==> config.mk <==
export PLATFORM = sky130hd
export DESIGN_NAME = cim_vector_datapath
export DESIGN_NICKNAME = d
export VERILOG_FILES = /design/src/rtl/cim_vector_datapath.sv
export SDC_FILE = /design/constraint.sdc
export NUM_CORES = 1
export LEC_CHECK = 0
export CORE_MARGIN = 3
export CORE_UTILIZATION = 33
export CTS_BUF_LIST = sky130_fd_sc_hd__clkbuf_4 sky130_fd_sc_hd__clkbuf_8
export CTS_CLUSTER_SIZE = 25
export DETAILED_ROUTE_END_ITERATION = 8
export SYNTH_ARGS = -nofsm -noshare
export SYNTH_HDL_FRONTEND = slang
export SYNTH_SLANG_ARGS = --single-unit
==> constraint.sdc <==
create_clock -name sys_clk_in -period 4.4 [get_ports sys_clk_in]
set_input_delay 0.88 -clock sys_clk_in [delete_from_list [all_inputs] [get_ports sys_clk_in]]
set_output_delay 0.88 -clock sys_clk_in [all_outputs]
set_load 0.02 [all_outputs]
==> src/rtl/cim_vector_datapath.sv <==
// rtl/cim_vector_datapath.sv - multi-row CIM vector datapath with bit-serial ADD/SUB
// Walks len+1 SRAM rows per command: read A/B rows, apply lane and read-stage ops, write back.
module cim_vector_datapath #(
  parameter  int DATA_WIDTH  = 32,
  parameter  int ADDR_WIDTH  = 9,
  parameter  int LEN_WIDTH   = 8,
  localparam int SHIFT_WIDTH = $clog2(DATA_WIDTH)
) (
  input  logic                    sys_clk_in,
  input  logic                    sys_reset_n_in,
  input  logic                    cmd_valid_in,
  output logic                    cmd_ready_out,
  input  logic [3:0]              cmd_op_in,
  input  logic [2*DATA_WIDTH-1:0] cmd_lane_sel_in,
  input  logic [ADDR_WIDTH-1:0]   cmd_src_a_in,
  input  logic [ADDR_WIDTH-1:0]   cmd_src_b_in,
  input  logic [ADDR_WIDTH-1:0]   cmd_dst_in,
  input  logic [LEN_WIDTH-1:0]    cmd_len_in,
  input  logic [SHIFT_WIDTH-1:0]  cmd_shift_in,
  input  logic [DATA_WIDTH-1:0]   cmd_mask_in,
  input  logic [DATA_WIDTH-1:0]   cmd_carry_in,
  output logic [ADDR_WIDTH-1:0]   sram_addr_a_out,
  output logic [ADDR_WIDTH-1:0]   sram_addr_b_out,
  output logic [DATA_WIDTH-1:0]   sram_data_a_out,
  output logic                    sram_wren_a_out,
  input  logic [DATA_WIDTH-1:0]   sram_q_a_in,
  input  logic [DATA_WIDTH-1:0]   sram_q_b_in,
  output logic                    done_out,
  output logic                    error_out,
  output logic [DATA_WIDTH-1:0]   carry_out
);

  localparam logic [3:0] OP_MOVE = 4'd0;
  localparam logic [3:0] OP_XRED = 4'd1;
  localparam logic [3:0] OP_ARED = 4'd2;
  localparam logic [3:0] OP_SHL  = 4'd3;
  localparam logic [3:0] OP_SHR  = 4'd4;
  localparam logic [3:0] OP_NOT  = 4'd7;
  localparam logic [3:0] OP_ADD  = 4'd8;
  localparam logic [3:0] OP_SUB  = 4'd9;

  typedef enum logic [1:0] {S_IDLE, S_RD, S_WB, S_DONE} state_t;

  state_t                  state;
  logic [3:0]              op_q;
  logic [2*DATA_WIDTH-1:0] sel_q;
  logic [ADDR_WIDTH-1:0]   src_a_q, src_b_q, dst_q;
  logic [LEN_WIDTH-1:0]    len_q, idx_q;
  logic [SHIFT_WIDTH-1:0]  shift_q;
  logic [DATA_WIDTH-1:0]   mask_q, carry_q;
  logic [DATA_WIDTH-1:0]   lane_res, b_eff, carry_nxt, result;
  logic [LEN_WIDTH-1:0]    idx_next;

  function automatic logic op_legal(input logic [3:0] op);
    return op inside {OP_MOVE, OP_XRED, OP_ARED, OP_SHL, OP_SHR, OP_NOT, OP_ADD, OP_SUB};
  endfunction

  function automatic logic [ADDR_WIDTH-1:0] row_addr(input logic [ADDR_WIDTH-1:0] base,
                                                     input logic [LEN_WIDTH-1:0]  idx);
    return base + ADDR_WIDTH'(idx);
  endfunction

  assign idx_next = idx_q + 1'b1;
  assign carry_out = carry_q;

  always_comb begin
    lane_res = '0;
    for (int j = 0; j < DATA_WIDTH; j++) begin
      case (sel_q[2*j +: 2])
        2'd0:    lane_res[j] = sram_q_a_in[j] | sram_q_b_in[j];
        2'd1:    lane_res[j] = sram_q_a_in[j] & sram_q_b_in[j];
        2'd2:    lane_res[j] = sram_q_a_in[j] ^ sram_q_b_in[j];
        default: lane_res[j] = sram_q_a_in[j];
      endcase
    end
    // SUB is ADD of the inverted B plane; the all-ones initial carry supplies the +1
    b_eff     = (op_q == OP_SUB) ? ~sram_q_b_in : sram_q_b_in;
    carry_nxt = (sram_q_a_in & b_eff) | (carry_q & (sram_q_a_in ^ b_eff));
    case (op_q)
      OP_MOVE: result = lane_res;
      OP_XRED: result = {{(DATA_WIDTH-1){1'b0}}, ^lane_res};
      OP_ARED: result = {{(DATA_WIDTH-1){1'b0}}, &(lane_res | ~mask_q)};
      OP_SHL:  result = lane_res << shift_q;
      OP_SHR:  result = lane_res >> shift_q;
      OP_NOT:  result = ~lane_res;
      OP_ADD,
      OP_SUB:  result = sram_q_a_in ^ b_eff ^ carry_q;
      default: result = '0;
    endcase
  end

  // Read data only arrives in the WB cycle, so write data is combinational and gated by wren
  assign sram_data_a_out = sram_wren_a_out ? result : '0;

  always_ff @(posedge sys_clk_in or negedge sys_reset_n_in) begin
    if (!sys_reset_n_in) begin
      state           <= S_IDLE;
      op_q            <= '0;
      sel_q           <= '0;
      src_a_q         <= '0;
      src_b_q         <= '0;
      dst_q           <= '0;
      len_q           <= '0;
      idx_q           <= '0;
      shift_q         <= '0;
      mask_q          <= '0;
      carry_q         <= '0;
      sram_addr_a_out <= '0;
      sram_addr_b_out <= '0;
      sram_wren_a_out <= 1'b0;
      cmd_ready_out   <= 1'b1;
      done_out        <= 1'b0;
      error_out       <= 1'b0;
    end else begin
      case (state)
        S_IDLE: begin
          if (cmd_valid_in) begin
            op_q          <= cmd_op_in;
            sel_q         <= cmd_lane_sel_in;
            src_a_q       <= cmd_src_a_in;
            src_b_q       <= cmd_src_b_in;
            dst_q         <= cmd_dst_in;
            len_q         <= cmd_len_in;
            shift_q       <= cmd_shift_in;
            mask_q        <= cmd_mask_in;
            idx_q         <= '0;
            cmd_ready_out <= 1'b0;
            if (cmd_op_in == OP_ADD) carry_q <= cmd_carry_in;
            if (cmd_op_in == OP_SUB) carry_q <= '1;
            if (op_legal(cmd_op_in)) begin
              sram_addr_a_out <= cmd_src_a_in;
              sram_addr_b_out <= cmd_src_b_in;
              state           <= S_RD;
            end else begin
              done_out  <= 1'b1;
              error_out <= 1'b1;
              state     <= S_DONE;
            end
          end
        end
        S_RD: begin
          sram_addr_a_out <= row_addr(dst_q, idx_q);
          sram_wren_a_out <= 1'b1;
          state           <= S_WB;
        end
        S_WB: begin
          sram_wren_a_out <= 1'b0;
          if (op_q == OP_ADD || op_q == OP_SUB) carry_q <= carry_nxt;
          if (idx_q == len_q) begin
            done_out <= 1'b1;
            state    <= S_DONE;
          end else begin
            idx_q           <= idx_next;
            sram_addr_a_out <= row_addr(src_a_q, idx_next);
            sram_addr_b_out <= row_addr(src_b_q, idx_next);
            state           <= S_RD;
          end
        end
        default: begin
          done_out      <= 1'b0;
          error_out     <= 1'b0;
          cmd_ready_out <= 1'b1;
          state         <= S_IDLE;
        end
      endcase
    end
  end

endmodule

# Word-level counts from Yosys, hierarchy flattened
# Cells that the tools add are included.
totals:
  ff_bits: 204
  inputBits: 239
  elab_cells: 333
op_classes:
  n_addsub: 4
  n_eq_ne: 88
  n_shift: 2
  n_mux: 63
  bitwise_logic: 107
  n_reduce_logical: 52
op_table:
  columns: ["cell", "count"]
  rows:
  - ["32-bit case mux with 7 select lines", 1]
  - ["32-bit 2-to-1 mux", 6]
  - ["1-bit case mux with 3 select lines", 33]
  - ["32-bit NOT", 3]
  - ["2-bit by 1-bit == test with 1-bit output, second input constant", 33]
  - ["2-bit == test, second input constant", 33]
  - ["2-bit logical NOT", 33]
  - ["32-bit bitwise AND", 2]
  - ["32-bit OR", 2]
  - ["32-bit case mux with 2 select lines", 1]
  - ["32-bit bitwise XOR", 2]
  - ["9-bit 2-to-1 mux", 6]
  - ["1-bit bitwise AND", 32]
  - ["1-bit OR", 32]
  - ["32-bit AND reduction", 1]
  - ["32-bit parity", 1]
  - ["32-bit by 5-bit left shift with 32-bit output", 1]
  - ["32-bit by 5-bit >> shifter with 32-bit output", 1]
  - ["1-bit bitwise XOR", 32]
  - ["9-bit by 8-bit adder with 9-bit output", 3]
  - ["9-bit case mux with 3 select lines", 1]
  - ["9-bit case mux with 2 select lines", 1]
  - ["4-bit by 2-bit == test with 1-bit output, second input constant", 4]
  - ["4-bit by 3-bit == test with 1-bit output, second input constant", 4]
  - ["22 further kinds", 48]

# Depth between registers and ports, before layout
depth:
  depth_word: 7
  mapped_depth: 13
  mapped_depth_nobuf: 13

# Worst setup path before layout
# OpenSTA, ideal clock, no wires.
synth_timing:
  path_kind: "input port to output port"
  start: "input port sram_q_b_in[16]"
  end: "output port sram_data_a_out[25]"
  arrival_ns: 3.099
  path_slack_ns: 0.421
  path_stages: 10
  n_path_buf: 0
  path_cell_list: "inv_1 > ha_1 > inv_1 > mux4_2 > mux2_4 > mux2_4 > mux2_4 > nand2_1 > o211ai_1 > a31oi_1"
synth_between:
  elab_chain_len: 5
synth_rtl:
  columns: ["element", "line_no", "text"]
  rows:
  - ["start: declaration", "27", "input logic [DATA_WIDTH-1:0] sram_q_b_in,"]
  - ["1-bit bitwise XOR (tied with other cells)", "72", "2'd2: lane_res[j] = sram_q_a_in[j] ^ sram_q_b_in[j];"]
  - ["1-bit case mux with 3 select lines (*)", "69", "case (sel_q[2*j +: 2])"]
  - ["32-bit by 5-bit >> shifter with 32-bit output / 32-bit by 5-bit left shift with 32-bit output (equally long branches)", "84, 83", null]
  - ["32-bit case mux with 7 select lines (*)", "79", "case (op_q)"]
  - ["32-bit 2-to-1 mux (*)", "93", "assign sram_data_a_out = sram_wren_a_out ? result : '0;"]
  - ["end: declaration", "24", "output logic [DATA_WIDTH-1:0] sram_data_a_out,"]
# Every way passes the cells marked *; elsewhere a longest branch is shown, timed or not.

# Worst setup path in the final report
layout_timing:
  start: "input port sram_q_a_in[12]"
  end: "output port sram_data_a_out[30]"
layout_between:
  elab_chain_len: 5
layout_rtl:
  columns: ["element", "line_no", "text"]
  rows:
  - ["start: declaration", "26", "input logic [DATA_WIDTH-1:0] sram_q_a_in,"]
  - ["1-bit bitwise XOR (tied with other cells)", "72", null]
  - ["1-bit case mux with 3 select lines (*)", "69", null]
  - ["32-bit by 5-bit >> shifter with 32-bit output / 32-bit by 5-bit left shift with 32-bit output (equally long branches)", "84, 83", null]
  - ["32-bit case mux with 7 select lines (*)", "79", null]
  - ["32-bit 2-to-1 mux (*)", "93", null]
# Marks and branches as above.

==> flow_metrics.tcl <==
set metrics [dict create \
    final_area_um2 24400 \
    syn2layout_area_growth_pct 48.5 \
    pwr-share-comb 0.727 \
    start_util 0.335 \
    mostFrequentLayoutCells "buf_4 (263), clkdlybuf4s50_1 (227), dfrtp_1 (201)" \
    cp_cell_sequence "buf_2 -> inv_1 -> ha_1 -> mux4_2 -> mux2i_1 -> mux2i_1 -> mux2_4 -> mux2i_2 -> buf_4 -> buf_4 -> nand2_1 -> o211ai_1 -> a21oi_2 -> buf_6" \
    grt_pass1_vias 16276 \
    synth_fp_nets 2048 \
    grt_pass1_wl_um 101000 \
    avgSynthCellArea_um2 9.78 \
    period_share 1.01 \
    synth_edf_count 0 \
    regToRegEndpoint "sram_addr_a_out[8]" \
    ant_nets 0 \
    drive_gt1_frac 0.372 \
    cts_root_buffer "clkbuf_8" \
    vias 15558 \
    drv_cap 0 \
    core_area_um2 49100 \
    peakVddDrop_mv 0.376 \
    nets 2629 \
    drcViolationCount 0 \
    critical_path.max_fanout 5 \
    place_area_um2 22200 \
    r2r_cells 11 \
    setup_viol 2 \
    yosys_warnings 0 \
    max_freq_mhz 225 \
    arrival_ps 3570 \
    period_minus_slack_ps 4450 \
    place_congestion 0.992 \
    start_kind "input port" \
    synth_top_area_cell "dfrtp_1" \
    cts_sinks 204 \
    synth_flop_cell "dfrtp_1" \
    critPathMaxStageDelay_ps 600 \
    track_usage 0.254 \
    overflow 0 \
    netlist-cell-type-count 70 \
    netlist_area_um2 16400 \
    insertion_delay_ps 630 \
    portBuffers 324 \
    seq_power_share 0.163 \
    die_x_um 229 \
    ys_top_cells_by_area "dfrtp_1 (31%), mux2_2 (9.7%), ha_1 (7.1%)" \
    slowest_stage "mux4_2" \
    clk_path_buf_depth 3 \
    p_leak_nw 10.8 \
    final_common_cell "buf_4" \
    total_power_mw 22.1 \
    boundaryPins 325 \
    swShare 0.460 \
    htreeDepth 2 \
    async_reset_ff_frac 1.00 \
    ys_ff_latch 204 \
    post_drt_wl_per_cell_um 22.9 \
    fp-row-count 81 \
    maxSlewHeadroom 0.397 \
    hold_ws_ps 396 \
    hold_viol 0 \
    p_sw_mw 10.2 \
    tritoncts "built" \
    finalMaxSlewViolations 0 \
    required_ps 3520 \
    netlist.area_leader.share 0.309 \
    die_h_um 229 \
    drtPass1Iterations 5 \
    clockPowerShare 0.110 \
    antenna_found_initial 3 \
    skew_ps 69.7 \
    drt-initial-drc-count 1247 \
    tightestPinTransition_ps 904 \
    worstSetupEndpointType "output port" \
    rsz0062_at_grt "yes" \
    dp_hpwl_um 52300 \
    cts_buffers 41 \
    grt_start_max_net_pins 122 \
    p_int_mw 11.9 \
    reg2reg_slack_ps 1280 \
    routed_wl_um 67900 \
    yosysSeqAreaShare 0.310 \
    worstReg2RegStart "idx_q[1]" \
    via_per_inst 5.25 \
    layout_setup_ws_ps -45.7 \
    power.density_nw_per_um2 904 \
    netlist_instances 1681 \
    violations "setup timing" \
    die-area_um2 52600 \
    min_path_type "in -> async" \
    tns_ps -62.2 \
    run_status "complete, but fails checks" \
    path_clk_slew_ps 60 \
    crit_type "in -> out" \
]
[cells in the mapped netlist (13+ instances only)]
master and number:
dfrtp_1 203, nand2_1 176, inv_1 157, mux2_2 142, mux2i_1 102, o21ai_0 102
ha_1 93, nor2_1 73, a21oi_1 70, clkbuf_1 68, xnor2_1 68, o22ai_1 51
mux4_2 43, a221oi_1 37, fa_1 35, o211ai_1 29, a31oi_1 21, xor2_1 20
o31ai_1 17, buf_2 16, nor3_1 13
[through the flow]
| step | instances | worst slack, ps | utilization |
|---|---|---|---|
| 3_5_place_dp | 2830 | -1040 | 0.453 |
| 2_1_floorplan | 1681 | 421 | - |
| 6_report | 2961 | -45.7 | 0.498 |
| 3_3_place_gp | 2830 | -1090 | 0.453 |
| 5_1_grt | 2959 | -101 | 0.498 |
| 4_1_cts | 2950 | 1.32 | 0.491 |
[critical path, delay by kind of cell]
kind / cells / cell delay, ps
AO/OA/AOI/OAI: 2 / 290
multiplexers: 5 / 1500
AND/OR/NAND/NOR: 1 / 50
adder cells (fa/ha/maj): 1 / 280
buffers and inverters: 5 / 570
[cell type report]
| class | instances | area, µm² |
|---|---|---|
| clock inverters | 13 | 204 |
| multi-input cells | 1211 | 11100 |
| fillers | 4599 | 24600 |
| flip-flops and latches | 204 | 5110 |
| diodes | 3 | 7.51 |
| inverters | 160 | 601 |
| repair buffers | 644 | 5710 |
| well taps | 664 | 831 |
| clock buffers | 62 | 816 |
[power by group through the flow]
stage | Clock [mW] | Combinational, mW | Sequential [mW]
after floorplan | 0 | 7.69 | 3.62
after global placement | 0 | 14.1 | 3.60
after detailed placement | 0 | 14.1 | 3.63
after CTS | 2.50 | 15.3 | 3.61
after global routing | 2.59 | 16.9 | 3.74
final | 2.42 | 16.1 | 3.61
[worst max-delay path by stage]
stage / from / to / slack, ps / cells after the start
global placement: sram_q_b_in[25] / sram_data_a_out[24] / -1090 / 11
finish: sram_q_a_in[12] / sram_data_a_out[30] / -50 / 14
floorplan: sram_q_b_in[16] / sram_data_a_out[25] / 420 / 10
detailed placement: sram_q_b_in[26] / sram_data_a_out[24] / -1040 / 11
global route: sram_q_a_in[14] / sram_data_a_out[30] / -100 / 14
CTS: sram_q_a_in[4] / sram_data_a_out[0] / 1 / 14
[routing by layer]
layer	global-route usage	up-vias	routed length, µm
met1	0.319	7707	27800
met2	0.422	571	32500
met5	0	-	13
li1	-	7163	-
met3	0.0602	115	4990
met4	0.101	2	2530
[state kept, by name, summed over array words and instances, names as in the netlist, 2 cells and up]
name             cells
src_b_q              9
state                2
op_q                 4
sel_q               64
idx_q                8
len_q                8
carry_out           32
mask_q              32
shift_q              5
sram_addr_a_out      9
src_a_q              9
sram_addr_b_out      9
dst_q                9
[repair_timing]
action / in CTS / in global routing
hold buffers: 0 / 0
buffers inserted: 48 / 10
cloned: 0 / 0
pin swaps: 63 / 32
resized for setup: 542 / 102
endpoints found under the setup margin: 32 / 32
[cells by family after synthesis]
logic type / synth area share
flops: 0.310
mux: 0.226
simple gates: 0.0770
buf+inv: 0.0659
fa+ha+maj: 0.113
xor+xnor: 0.0568
compound gates: 0.150
Power figures use the tool's default switching activity.
